**src/rtl/multicycle_ctrl.sv**
```systemverilog
// Multi-cycle RV32I control sequencer: FETCH/DECODE/EXECUTE/MEMORY/WRITEBACK/TRAP.
// Drives datapath enables, mux selects and Imm_Sel from state and Instruction[6:0].
module multicycle_ctrl (
  input  logic        Clk,
  input  logic        Reset,
  input  logic [31:0] Instruction,
  input  logic        Instr_Valid,
  input  logic        Mem_Ready,
  input  logic        Branch_Taken,
  output logic        Instr_Req,
  output logic        IR_Load,
  output logic [1:0]  Imm_Sel,
  output logic        ALU_Src_A,
  output logic        ALU_Src_B,
  output logic        Mem_Read,
  output logic        Mem_Write,
  output logic [1:0]  Wb_Sel,
  output logic        Reg_Write,
  output logic        PC_Write,
  output logic        PC_Src,
  output logic        Retire,
  output logic        Illegal_Instr,
  output logic [2:0]  State
);

  typedef enum logic [2:0] {
    S_FETCH     = 3'd0,
    S_DECODE    = 3'd1,
    S_EXECUTE   = 3'd2,
    S_MEMORY    = 3'd3,
    S_WRITEBACK = 3'd4,
    S_TRAP      = 3'd5
  } state_e;

  localparam logic [6:0] OPC_OP     = 7'b0110011;
  localparam logic [6:0] OPC_OPIMM  = 7'b0010011;
  localparam logic [6:0] OPC_LOAD   = 7'b0000011;
  localparam logic [6:0] OPC_STORE  = 7'b0100011;
  localparam logic [6:0] OPC_BRANCH = 7'b1100011;
  localparam logic [6:0] OPC_JAL    = 7'b1101111;
  localparam logic [6:0] OPC_JALR   = 7'b1100111;
  localparam logic [6:0] OPC_LUI    = 7'b0110111;
  localparam logic [6:0] OPC_AUIPC  = 7'b0010111;

  state_e state_q, state_d;

  logic [6:0] opc;
  logic       unused_bits;
  assign opc         = Instruction[6:0];
  assign unused_bits = ^Instruction[31:7];

  logic       is_op, is_opimm, is_load, is_store, is_branch;
  logic       is_jal, is_jalr, is_lui, is_auipc, legal;
  logic [1:0] imm_dec;

  always_comb begin
    is_op     = 1'b0;
    is_opimm  = 1'b0;
    is_load   = 1'b0;
    is_store  = 1'b0;
    is_branch = 1'b0;
    is_jal    = 1'b0;
    is_jalr   = 1'b0;
    is_lui    = 1'b0;
    is_auipc  = 1'b0;
    legal     = 1'b1;
    imm_dec   = 2'b00;
    case (opc)
      OPC_OP:     is_op     = 1'b1;
      OPC_OPIMM:  is_opimm  = 1'b1;
      OPC_LOAD:   is_load   = 1'b1;
      OPC_JALR:   is_jalr   = 1'b1;
      OPC_STORE:  begin is_store  = 1'b1; imm_dec = 2'b01; end
      OPC_BRANCH: begin is_branch = 1'b1; imm_dec = 2'b10; end
      OPC_JAL:    begin is_jal    = 1'b1; imm_dec = 2'b11; end
      OPC_LUI:    begin is_lui    = 1'b1; imm_dec = 2'b11; end
      OPC_AUIPC:  begin is_auipc  = 1'b1; imm_dec = 2'b11; end
      default:    legal = 1'b0;
    endcase
  end

  always_comb begin
    state_d       = state_q;
    Instr_Req     = 1'b0;
    IR_Load       = 1'b0;
    Imm_Sel       = 2'b00;
    ALU_Src_A     = 1'b0;
    ALU_Src_B     = 1'b0;
    Mem_Read      = 1'b0;
    Mem_Write     = 1'b0;
    Wb_Sel        = 2'b00;
    Reg_Write     = 1'b0;
    PC_Write      = 1'b0;
    PC_Src        = 1'b0;
    Retire        = 1'b0;
    Illegal_Instr = 1'b0;
    State         = state_q;
    unique case (state_q)
      S_FETCH: begin
        Instr_Req = 1'b1;
        if (Instr_Valid) begin
          IR_Load = 1'b1;
          state_d = S_DECODE;
        end
      end
      S_DECODE: begin
        Imm_Sel = imm_dec;
        state_d = legal ? S_EXECUTE : S_TRAP;
      end
      S_EXECUTE: begin
        Imm_Sel   = imm_dec;
        ALU_Src_A = is_auipc | is_jal | is_branch;
        ALU_Src_B = ~is_op;
        if (is_branch) begin
          PC_Write = 1'b1;
          PC_Src   = Branch_Taken;
          Retire   = 1'b1;
          state_d  = S_FETCH;
        end else if (is_load | is_store) begin
          state_d = S_MEMORY;
        end else begin
          state_d = S_WRITEBACK;
        end
      end
      S_MEMORY: begin
        Imm_Sel   = imm_dec;
        ALU_Src_B = 1'b1;
        Mem_Read  = is_load;
        Mem_Write = is_store;
        if (Mem_Ready) begin
          if (is_store) begin
            PC_Write = 1'b1;
            Retire   = 1'b1;
            state_d  = S_FETCH;
          end else begin
            state_d = S_WRITEBACK;
          end
        end
      end
      S_WRITEBACK: begin
        Imm_Sel   = imm_dec;
        Reg_Write = 1'b1;
        PC_Write  = 1'b1;
        Retire    = 1'b1;
        PC_Src    = is_jal | is_jalr;
        if (is_load) Wb_Sel = 2'b01;
        else if (is_jal | is_jalr) Wb_Sel = 2'b10;
        state_d = S_FETCH;
      end
      S_TRAP: begin
        Illegal_Instr = 1'b1;
      end
      default: state_d = S_FETCH;
    endcase
    // Reset kills every strobe immediately, even mid-instruction.
    if (Reset) begin
      Instr_Req     = 1'b0;
      IR_Load       = 1'b0;
      Imm_Sel       = 2'b00;
      ALU_Src_A     = 1'b0;
      ALU_Src_B     = 1'b0;
      Mem_Read      = 1'b0;
      Mem_Write     = 1'b0;
      Wb_Sel        = 2'b00;
      Reg_Write     = 1'b0;
      PC_Write      = 1'b0;
      PC_Src        = 1'b0;
      Retire        = 1'b0;
      Illegal_Instr = 1'b0;
      State         = 3'd0;
    end
  end

  always_ff @(posedge Clk) begin
    if (Reset) state_q <= S_FETCH;
    else       state_q <= state_d;
  end

endmodule
```
**config.mk**
```make
export PLATFORM = sky130hd
export DESIGN_NAME = multicycle_ctrl
export DESIGN_NICKNAME = d
export VERILOG_FILES = /design/src/rtl/multicycle_ctrl.sv
export SDC_FILE = /design/constraint.sdc
export NUM_CORES = 1
export LEC_CHECK = 0
export BUFFER_PORTS_ARGS = -buffer_cell sky130_fd_sc_hd__clkbuf_2
export CAP_MARGIN = 5
export CORE_MARGIN = 4
export CORE_UTILIZATION = 38
export CTS_CLUSTER_SIZE = 24
export DETAILED_ROUTE_END_ITERATION = 12
export PLACE_DENSITY = 0.84
export SLEW_MARGIN = 5
export SYNTH_ARGS = -nofsm -noshare
export SYNTH_HDL_FRONTEND = slang
export SYNTH_SLANG_ARGS = --single-unit
```
**constraint.sdc**
```tcl
create_clock -name Clk -period 3.1 [get_ports Clk]
set_input_delay 0.62 -clock Clk [delete_from_list [all_inputs] [get_ports Clk]]
set_output_delay 0.62 -clock Clk [all_outputs]
set_load 0.1 [all_outputs]
```
# Word level (Yosys, flattened, before mapping)
# Index checks and enable logic that the tools add are counted.
# op_classes
n_mux	48
bitwise_logic	6
reduce_logical	5
n_eq_ne	16
# op_table
op	count
two-way mux 1 bit	30
equality test 7 x 6 -> 1 bit (second input constant)	3
equality test 7 bit (second input constant)	3
two-way mux 3 bit	7
one-hot mux 3 bit (5 select lines)	1
equality test 7 x 5 -> 1 bit (second input constant)	2
two-way mux 2 bit	6
OR reduction 9 bit	1
equality test 7 x 2 -> 1 bit (second input constant)	1
equality test 3 x 2 -> 1 bit (second input constant)	2
equality test 3 bit (second input constant)	2
one-hot mux 2 bit (3 select lines)	1
inequality test 2 bit (second input constant)	2
OR 1 bit	4
one-hot mux 1 bit (2 select lines)	2
OR reduction 4 bit	1
equality test 3 x 1 -> 1 bit (second input constant)	1
logical NOT 3 bit	1
one-hot mux 1 bit (3 select lines)	1
AND reduction 3 bit	1
OR reduction 3 bit	1
inverter 1 bit	2
# totals
regBits	3
elab_cells	76
inputBits	37
output_inout_bits	18

# Depth between registers and ports, before layout
# depth
ltp_word	7
mapped_depth	6
mapped_depth_nobuf	4

# Worst setup path after synthesis
# Ideal clock, no wire load.
# synth_timing
path_kind	input port to output port
start	input port Reset
end	output port IR_Load
path_stages	3
n_path_buf	1
required_ps	2480
arrival_ps	4644
slack_ps	-2164
cell_sequence	clkbuf_8 > nor4_1 > and2_1
# synth_via
elab_chain_len	1
# synth_rtl
element	line_no	source
start, declared	5	input logic Reset,
two-way mux 1 bit	156	if (Reset) begin
end, declared	11	output logic IR_Load,
# No other way between the ends.

# Final worst setup path
# layout_timing
start	input port Instruction[2]
end	output port Retire
# layout_via
elab_chain_len	6
word_cells_on_any_way	9
cone_classes	2 x eq/ne; 7 x mux
# layout_rtl
element	line_no	source
start, declared	6	input logic [31:0] Instruction,
equality test 7 x 6 -> 1 bit	68	case (opc)
two-way mux 1 bit	68	
two-way mux 1 bit	131	if (is_store) begin
two-way mux 1 bit	130	if (Mem_Ready) begin
one-hot mux 1 bit (3 select lines) *	98	unique case (state_q)
two-way mux 1 bit *	156	
end, declared	21	output logic Retire,
# Mark *: on every way between the ends. The rest lies on a longest branch, timed or not.

==> reports/metrics.csv <==
stage,metric,value,unit
die,io_pins,55,
detailed_routing,vias,701,
clock_tree,cts_buffer_depth,2,
clock_tree,clockRootBuffer,clkbuf_4,
die,die_height,46.2,um
final_layout,antenna_cells,0,
timing,timing.final.crit_period,2.76,ns
clock_tree,cts_max_level,1,
timing,finClkSkew,0.00435,ns
die,initial_core_util,0.416,
final_layout,largest_register_ffs,3,
worst_setup_path,worst_setup_path_start_kind,input port,
power,powerDensity,375,nW/um2
clock_tree,postCtsSetupBuffers,0,
clock_tree,cts-hold-fix-buffers,0,
synth,synthAdderAreaFrac,0.0181,
detailed_routing,ant_nets,0,
timing,fin_ws,0.335,ns
worst_setup_path,criticalPathCategory,input port to output pin,
detailed_routing,vias_per_cell,5.84,
clock_tree,clock-sinks,3,
power,peakVddDrop,334,uV
placement,dp_slack,0.340,ns
timing,setup_viol,0,
detailed_routing,wl,1730,um
worst_setup_path,cp.required,2.48,ns
synth,yosys.area_share.xor_xnor,0.0158,
timing,rsz0062_at_grt,false,
synth,syn_inst,78,
clock_tree,cts_tree,built,
outcome,status,"finished, final reports clean",
timing,finalSetupTns,0,ns
clock_tree,cts_resized,0,
final_layout,syn_to_final_growth,50.6,%
placement,dpl.cell_count,116,
detailed_routing,wire_per_inst,14.4,um
die,row_count,13,
final_layout,nFillCells,114,
power,leakagePower,0.000332,uW
worst_setup_path,reg2regPathDepth,4,
placement,dpl.hpwl,1380,um
timing,slew_headroom,0.639,
final_layout,final_layout_size_suffix_gt1_frac,0.495,
synth,yosysWarningCount,0,
clock_tree,insertion_delay,0.23,ns
worst_setup_path,cp_data_arrival_time,2.14,ns
synth,ys_ff_latch,3,
synth,synth_mux_area_frac,0,
global_routing,grt_use_total,0.168,
final_layout,reg.largest.list,state_q (3),
final_layout,final_util,0.626,
final_layout,top_register,state_q,
die,die-area,2130,um2
detailed_routing,drc,0,
placement,gp_congestion,0.832,
die,core_region_area,1330,um2
clock_tree,cts_buffers,3,
timing,tightest_slew,0.544,ns
timing,fin_crit_sh,0.892,
placement,port_buffers,29,
synth,netlist_area,554,um2
synth,synth_top_family_by_area,simple AND/OR/NAND/NOR gates,
global_routing,grt_max_degree,16,
timing,hold_viol_final,0,
detailed_routing,drt_pass1_iterations,4,
hold_path,hp-class,input port to flop,
final_layout,instances_no_fill,120,
synth,synth_compound_area_frac,0.260,
global_routing,top_usage_layer,met2,
global_routing,grt_overflow,0,
timing,hold_ws,0.745,ns
synth,yosysSeqAreaShare,0.108,
final_layout,nets,143,
hold_path,worstHoldPathCells,4,
synth,synth_cell_types,39,
global_routing,grt_use_met2,0.297,
synth,avgSynthCellArea,7.11,um2
synth,synth_fp_nets,115,
clock_tree,cts.clk_slew.worst_paths,0.04,ns
synth,synthSimpleGateAreaFrac,0.460,
timing,fmax,0.362,GHz
global_routing,met1_usage,0.197,
worst_setup_path,critical_path.endpoint_type,output pin,
global_routing,antenna_found_initial,0,
global_routing,grt_pass1_vias,617,
global_routing,globalRouteMet3Util,0.0313,
timing,slew_viol_final,0,
synth,synthFlopType,dfxtp_1,
synth,async_reset_ff_frac,0,
run,maxCapViolations,0,
global_routing,grt_pass1_wl,2680,um
worst_setup_path,worst-path-max-fanout,11,
detailed_routing,drt_iter0_markers,13,
die,die_x,46.2,um
synth,synth-edff-count,0,
## area by class of cell
type,count,area [um2],area share
Clock buffer,4,26.3,0.0315
Inverter,4,15.0,0.0180
Multi-Input combinational cell,64,522,0.625
Sequential cell,3,60.1,0.0720
Tap cell,15,18.8,0.0225
Timing Repair Buffer,30,193,0.231
## path summary, 6_finish.rpt
kind                   from          to  slack (ns)
min reg2reg      state_q[0]  state_q[2]        0.75
max reg2reg      state_q[1]  state_q[2]        1.66
max          Instruction[2]      Retire        0.34
min               Mem_Ready  state_q[0]        0.74
## routing by layer
layer / vias to the layer above / wire [um]
met3: 2 / 87
met1: 333 / 711
li1: 345 / -
met2: 21 / 906
met5: - / 0
met4: 0 / 21
## logic make-up after synthesis
family | count (synthesis)
XOR/XNOR | 1
AO/OA/AOI/OAI | 17
AND/OR/NAND/NOR | 45
buffers and inverters | 11
flip-flops | 3
adder cells (fa/ha/maj) | 1
## placed cells by master, fill, tap and decap left out, types with 2 or more instances in the layout
master    Yosys  layout
o31ai_1       2       2
clkbuf_4      0       3
nand2_1       5       5
nor3_1        3       2
nor3_4        1       2
nor4_1        4       2
buf_12        0       2
nand2b_1      4       4
and2_1        2       2
dfxtp_1       3       3
nor2_1       12       9
nand4_1       2       2
buf_4         2       5
nor4_4        0       2
nor2_4        0       2
nand3_1       3       3
inv_1         4       4
a21oi_2       0       2
clkbuf_2      0      23
## synthesized netlist by cell type, types with 2 or more instances
cell | count | share of area
dfxtp_1 | 3 | 0.11
nand3_1 | 3 | 0.027
buf_2 | 2 | 0.018
nand2b_1 | 4 | 0.045
nor4_1 | 4 | 0.045
buf_6 | 2 | 0.041
nand2_1 | 5 | 0.034
a21oi_1 | 2 | 0.018
nor2b_1 | 2 | 0.023
a31oi_1 | 2 | 0.023
and2_1 | 2 | 0.023
nor3_1 | 3 | 0.027
buf_4 | 2 | 0.027
nor2_1 | 12 | 0.081
nand4_1 | 2 | 0.023
inv_1 | 4 | 0.027
o31ai_1 | 2 | 0.027
## stage by stage
step,total power [uW],area (um2)
final,313,835
after global routing,330,835
after CTS,316,835
after detailed placement,245,808
after global placement,242,808
after floorplan,214,671
## worst max-delay path: stages
cell	delay, ns
clkbuf_2	0.17
or3_4	0.39
nor3_4	0.18
nand4_1	0.17
a221oi_4	0.39
buf_12	0.22
## power breakdown
part	switching [uW]	leakage [uW]	internal, uW
registers	5.83	0.0000246	42.9
clock network	19.8	0.0000150	48.2
logic	141	0.000292	55.0
Power figures use the tool's default switching activity.
